**config.mk**
```make
export PLATFORM = sky130hd
export DESIGN_NAME = ram_addr_ctrl
export DESIGN_NICKNAME = d
export VERILOG_FILES = /design/src/rtl/ram_ctrl_pkg.sv /design/src/rtl/btn_debounce.sv /design/src/rtl/ram_addr_ctrl.sv
export SDC_FILE = /design/constraint.sdc
export NUM_CORES = 1
export LEC_CHECK = 0
export ABC_AREA = 0
export BUFFER_PORTS_ARGS = -buffer_cell sky130_fd_sc_hd__buf_2
export CAP_MARGIN = 20
export CORE_AREA = 2 2 104 106
export DETAILED_ROUTE_END_ITERATION = 10
export DIE_AREA = 0 0 106 108
export SLEW_MARGIN = 20
export SYNTH_ARGS = -nofsm -noshare
export SYNTH_HDL_FRONTEND = slang
export SYNTH_SLANG_ARGS = --single-unit
```
**constraint.sdc**
```tcl
create_clock -name clk -period 3.1 [get_ports clk]
set_input_delay 0.62 -clock clk [delete_from_list [all_inputs] [get_ports clk]]
set_output_delay 0.62 -clock clk [all_outputs]
set_load 0.01 [all_outputs]
```
**src/rtl/ram_ctrl_pkg.sv**
```systemverilog
// ram_ctrl_pkg: shared widths and FSM state type for the RAM address controller.
package ram_ctrl_pkg;
  localparam int ADDR_W = 14;
  localparam int DATA_W = 8;
  typedef enum logic [1:0] {IDLE, STEP, WAIT, CAPTURE} state_t;
endpackage

```
**src/rtl/btn_debounce.sv**
```systemverilog
// btn_debounce: two-flop synchronizer, debouncer and falling-edge press detector for one active-low button.
module btn_debounce #(
  parameter int DEBOUNCE_CYCLES = 500000
) (
  input  logic clk,
  input  logic rst,
  input  logic btn,
  output logic press
);
  localparam int CW = $clog2(DEBOUNCE_CYCLES + 1);
  logic [1:0] sync;
  logic [CW-1:0] cnt;
  logic level, level_d;
  // cnt counts consecutive synchronized samples that disagree with the accepted level
  always_ff @(posedge clk) begin
    if (rst) begin
      sync <= 2'b11;
      level <= 1'b1;
      level_d <= 1'b1;
      cnt <= '0;
    end else begin
      sync <= {sync[0], btn};
      level_d <= level;
      if (sync[1] == level) cnt <= '0;
      else if (cnt == CW'(DEBOUNCE_CYCLES - 1)) begin
        level <= sync[1];
        cnt <= '0;
      end else cnt <= cnt + 1'b1;
    end
  end
  assign press = level_d & ~level;
endmodule

```
**src/rtl/ram_addr_ctrl.sv**
```systemverilog
// ram_addr_ctrl: button-driven RAM read address stepper that captures RAM read data after a fixed latency.
module ram_addr_ctrl
  import ram_ctrl_pkg::*;
#(
  parameter int DEBOUNCE_CYCLES = 500000,
  parameter int READ_LATENCY = 2
) (
  input  logic              clk,
  input  logic              rst,
  input  logic [2:0]        btn,
  input  logic [DATA_W-1:0] q,
  output logic [ADDR_W-1:0] address,
  output logic [DATA_W-1:0] data,
  output logic              data_valid,
  output logic              busy
);
  localparam int WW = $clog2(READ_LATENCY + 1);
  logic [2:0] press, ev;
  logic [ADDR_W-1:0] next_addr;
  logic [WW-1:0] wcnt;
  state_t state;
  for (genvar i = 0; i < 3; i++) begin : g_btn
    btn_debounce #(.DEBOUNCE_CYCLES(DEBOUNCE_CYCLES)) u_db (
      .clk(clk),
      .rst(rst),
      .btn(btn[i]),
      .press(press[i])
    );
  end
  // clear wins; increment and decrement together cancel
  always_comb begin
    next_addr = ev[2] ? '0 :
                (ev[0] & ev[1]) ? address :
                ev[0] ? address + 1'b1 :
                ev[1] ? address - 1'b1 : address;
  end
  always_ff @(posedge clk) begin
    if (rst) begin
      state <= IDLE;
      address <= '0;
      data <= '0;
      data_valid <= 1'b0;
      busy <= 1'b0;
      ev <= '0;
      wcnt <= '0;
    end else begin
      data_valid <= 1'b0;
      case (state)
        IDLE: if (|press) begin
          ev <= press;
          busy <= 1'b1;
          state <= STEP;
        end
        STEP: begin
          address <= next_addr;
          wcnt <= '0;
          state <= WAIT;
        end
        WAIT: if (wcnt == WW'(READ_LATENCY - 1)) begin
          data <= q;
          data_valid <= 1'b1;
          state <= CAPTURE;
        end else wcnt <= wcnt + 1'b1;
        CAPTURE: begin
          busy <= 1'b0;
          state <= IDLE;
        end
        default: state <= IDLE;
      endcase
    end
  end
endmodule

```
After elaboration in Yosys (flattened, before gate mapping)
Index checks and enable logic that the tools add are counted.
Storage, ports and cells
  output and inout bits: 24
  register bits: 100
  word-level logic and storage cells: 80
Cells by class
  eq/ne operators: 14
  add/sub/neg operators: 6
  reduce and logical (&&, ||, !) cells: 18
  bitwise logic cells: 11
  muxes and demuxes: 12
Operators by type and width (number)
  $add 19x1->19 const B: 3
  $eq 19x19->1 const B: 3
  $mux 14: 4
  $reduce_and 2->1: 8
  $add 14x1->14 const B: 1
  $sub 14x1->14 const B: 1
  $reduce_or 3->1: 4
  $ne 2x2->1 const B: 4
  $pmux 2 s4: 1
  $not 1->1: 7
  $mux 2: 3
  $and 1x1->1: 4
  $eq 2x1->1 const B: 2
  $eq 2x2->1 const B: 2
  $pmux 2 s2: 1
  $reduce_bool 2->1: 2
  $eq 1x1->1: 3
  $reduce_and 3->1: 1
  $reduce_bool 3->1: 1
  $add 2x1->2 const B: 1
  $logic_not 2->1: 1
  $mux 1: 2
  $pmux 1 s2: 1
  $reduce_or 2->1: 1

Logic depth before layout (Yosys ltp)
  word-level depth: 5
  depth in mapped cells: 9
  gate-level depth less buffers: 9

Cells and area by module
A second synthesis with hierarchy kept.
Unflattened totals
  cells, all modules: 555
  area total of the unflattened synthesis: 4961.0 µm²
By module, submodules not included
  btn_debounce: instances 3, area an instance 1074.8 µm², cells an instance 116
  ram_addr_ctrl: instances 1, area an instance 1736.7 µm², cells an instance 207

Least setup slack after synthesis
No wires, ideal clock.
  kind: reg2reg
  start: register ev[0]
  end: register address[12]
  cell stages (with the launch flop): 10
  library setup time: 0.117 ns
  path buffers: 0
  required time: 2.983 ns
  data arrival time: 2.216 ns
  setup slack: 0.768 ns
  clock period less this slack: 2.332 ns
  cells stage by stage: dfxtp_1 inv_1 ha_1 a21o_1 a21o_1 a21o_1 a221o_1 a21oi_2 xnor2_1 a22o_1
Between the ends
  longest elaborated chain between the ends: 3
  elaborated cells between the ends (all ways): 7
  those cells by class: eq/ne (1); mux (3); bitwise (1); reduce/logical (2)
Ends and longest elaborated chain
  start, declared: line ram_addr_ctrl.sv:18  | logic [2:0] press, ev;
  start signal, assigned: line ram_addr_ctrl.sv:50  | ev <= press;
  $and 1x1->1 / $mux 14 (equally long branches): line ram_addr_ctrl.sv:33, ram_addr_ctrl.sv:34
  $ne 2x2->1 (no source line) / $mux 14 (equally long branches)
  $reduce_and 3->1 (no source line) / $mux 14 (equally long branches)
  end signal, assigned: line ram_addr_ctrl.sv:55  | address <= next_addr;
  end, declared: line ram_addr_ctrl.sv:12  | output logic [ADDR_W-1:0] address,
Several ways; a longest one is shown, not always the timed one. The select of a mux whose other input is x is not followed.
A chain may end at the register's enable or synchronous reset.

Final worst setup path
  start: register ev[0]
  end: register address[13]
Same word-level chain as after synthesis.

==> flow_metrics.tcl <==
set metrics [dict create \
    status "complete, no violations" \
    finalHoldViolations 0 \
    hpwl_mm 5.60 \
    cts_tree "built" \
    cts-root-buf "clkbuf_8" \
    fin_crit_ns 2.67 \
    initial_utilization_pct 44.2 \
    seqCellArea_um2 2000 \
    slowest_delay_ns 0.53 \
    holdWs_ns 0.416 \
    synth_edf_count 0 \
    ys_warn_count 0 \
    dr.pass1.iters 4 \
    synth_ff_type "dfxtp_1" \
    top_usage_layer "met2" \
    layout_common_cells "100 x dfxtp_1, 92 x nor2_1, 46 x nand2_1, 41 x xor2_1, 36 x buf_2" \
    dieArea_um2 11400 \
    slew_viol_final 0 \
    wl_per_cell_um 11.4 \
    syn_to_final_growth_pct 11.2 \
    wl_mm 7.96 \
    min_to "g_btn[1].u_db.sync[1]" \
    arrival_ns 2.92 \
    post_cts_buffers 0 \
    max_freq_mhz 375 \
    die_w_um 106 \
    clock_skew_ns 0.0113 \
    synth.distinct_cells 41 \
    final_common_cell "dfxtp_1" \
    grt_pass1_vias 3265 \
    synth_area_per_cell_um2 8.69 \
    finalSetupViolCount 0 \
    synth.cell_area_um2 4520 \
    synth_seq_cells 100 \
    cts_hold_buf 0 \
    cp-start-kind "flop" \
    min_from "g_btn[1].u_db.sync[0]" \
    fin_crit_sh_pct 86.1 \
    antenna_found_initial 0 \
    grtUsageTotal_pct 14.9 \
    layout.nets 590 \
    diodes 0 \
    multiInputGateArea_um2 2410 \
    via_count 3502 \
    synthesis.nets 555 \
    critPathRequiredTime_ns 3.35 \
    cpMaxStageDelayCell "o21ai_0" \
    vias_per_cell 5.04 \
    postRouteAntennaNets 0 \
    htreeDepth 3 \
    grt_pass1_wl_mm 14.1 \
    slew_headroom_pct 40.9 \
    ir_worst_vdd_mv 0.210 \
    cp_max_fo 14 \
    grt_max_degree 42 \
    insertion_delay_ns 0.36 \
    numClockSinks 100 \
    reg2reg_slack_ns 0.43 \
    r2r-start "ev[0]" \
    drive_gt1_share_pct 12.0 \
    synthArstFlopShare_pct 0 \
    rsz0062_at_grt "no" \
    maxCapViolations 0 \
    grt.met2_usage_pct 24.4 \
    worstReg2RegEnd "address[13]" \
    worst_pin_slew_ns 0.878 \
    post_cts_resized 0 \
    end_kind "flop" \
    cp_cell_sequence "inv_1 > ha_1 > a21oi_1 > o21ai_0 > o21ai_0 > o211ai_1 > xnor2_1 > a21oi_1 > mux2i_1" \
    grt-ovfl-total 0 \
    core_um2 10200 \
    globalplace.congestion 0.891 \
    postSynthCellCount 520 \
    die_y_um 108 \
    p_leak_nw 1.88 \
    drc 0 \
    cts_buffers 9 \
    yosysSeqAreaShare_pct 44.3 \
    rows 37 \
    finalSetupTns_ns 0 \
    min_path_type "flop to flop" \
    met3_usage_pct 2.35 \
    power_density_nw_per_um2 443 \
    hold_depth 1 \
    portBuffers 36 \
    met1_usage_pct 19.6 \
    path_clk_slew_ns 0.09 \
    first_iter_violations 120 \
    cts_buffer_depth 2 \
    crit_type "flop to flop" \
    fillers 981 \
    ios 37 \
    ff2ff_path_depth 9 \
]
-- synth_stat cells (12+ instances only) --
master / count / area, um2
ha_1: 21 / 263
dfxtp_1: 100 / 2000
or2_2: 12 / 75.1
xor2_1: 41 / 359
a21oi_1: 29 / 145
inv_1: 12 / 45.0
nor2_1: 92 / 345
nand3_1: 27 / 135
xnor2_1: 22 / 193
nand2_1: 46 / 173
-- layer usage --
metal / routed length, um / vias up
met5: 0 / -
met4: 78 / 0
met3: 178 / 7
met2: 3750 / 38
met1: 3950 / 1628
li1: - / 1829
-- cells by family (layout without fill, tap and decap cells) --
logic type / Yosys count / count (layout) / synth area share [%]
AND/OR/NAND/NOR: 240 / 240 / 25.1
AO/OA/AOI/OAI: 68 / 68 / 9.55
flip-flops: 100 / 100 / 44.3
XOR/XNOR: 63 / 63 / 12.2
multiplexers: 1 / 1 / 0.221
buffers and inverters: 26 / 65 / 2.35
adder cells (fa/ha/maj): 22 / 22 / 6.26
-- state kept, by name, summed over array words and instances, names as in the netlist --
| signal | flops |
|---|---|
| state | 2 |
| g_btn.u_db.sync | 6 |
| data | 8 |
| ev | 3 |
| address | 14 |
| g_btn.u_db.cnt | 57 |
| g_btn.u_db.level_d | 3 |
| data_valid | 1 |
| wcnt | 2 |
| busy | 1 |
| g_btn.u_db.level | 3 |
-- final cells by class --
type	count	area share, %
tap	136	3.39
timing repair buffer	38	3.89
inverter	12	0.897
sequential	100	39.9
multi-input combinational	394	48.0
clock inverter	5	1.25
clock buffer	10	2.74
-- per-stage QoR --
step / util, % / setup slack (ns) / std cells / instance area (um2) / power, mW
6_report: 49.1 / 0.430 / 695 / 5020 / 2.23
5_1_grt: 49.1 / 0.243 / 695 / 5020 / 2.34
4_1_cts: 49.1 / 0.457 / 695 / 5020 / 2.27
3_5_place_dp: 47.1 / 0.482 / 680 / 4820 / 1.43
3_3_place_gp: 47.1 / 0.519 / 680 / 4820 / 1.42
2_1_floorplan: - / 0.768 / 520 / 4520 / 1.40
-- how the worst max path moves through the flow --
| stage | slack (ns) | startpoint | cells past startpoint | endpoint |
|---|---|---|---|---|
| after floorplan | 0.77 | ev[0] | 9 | address[12] |
| after global placement | 0.52 | ev[0] | 9 | address[13] |
| after detailed placement | 0.48 | ev[0] | 9 | address[13] |
| after CTS | 0.46 | ev[0] | 9 | address[13] |
| after global routing | 0.24 | ev[0] | 9 | address[13] |
| final | 0.43 | ev[0] | 9 | address[13] |
-- worst max-delay path: cells and delay by family (launching register included) --
family	cells	cell delay [ns]
AOI/OAI and AO/OA	5	1.25
adders and majority gates	1	0.33
buffers and inverters	1	0.39
muxes	1	0.08
DFF	1	0.34
xor gates and xnor gates	1	0.17
-- report_power, final --
part           switching, mW  internal (mW)
Combinational         0.0579         0.0335
Clock                  0.438          0.393
Sequential           0.00986           1.30
Note: power is estimated with default switching activity, not from simulation.
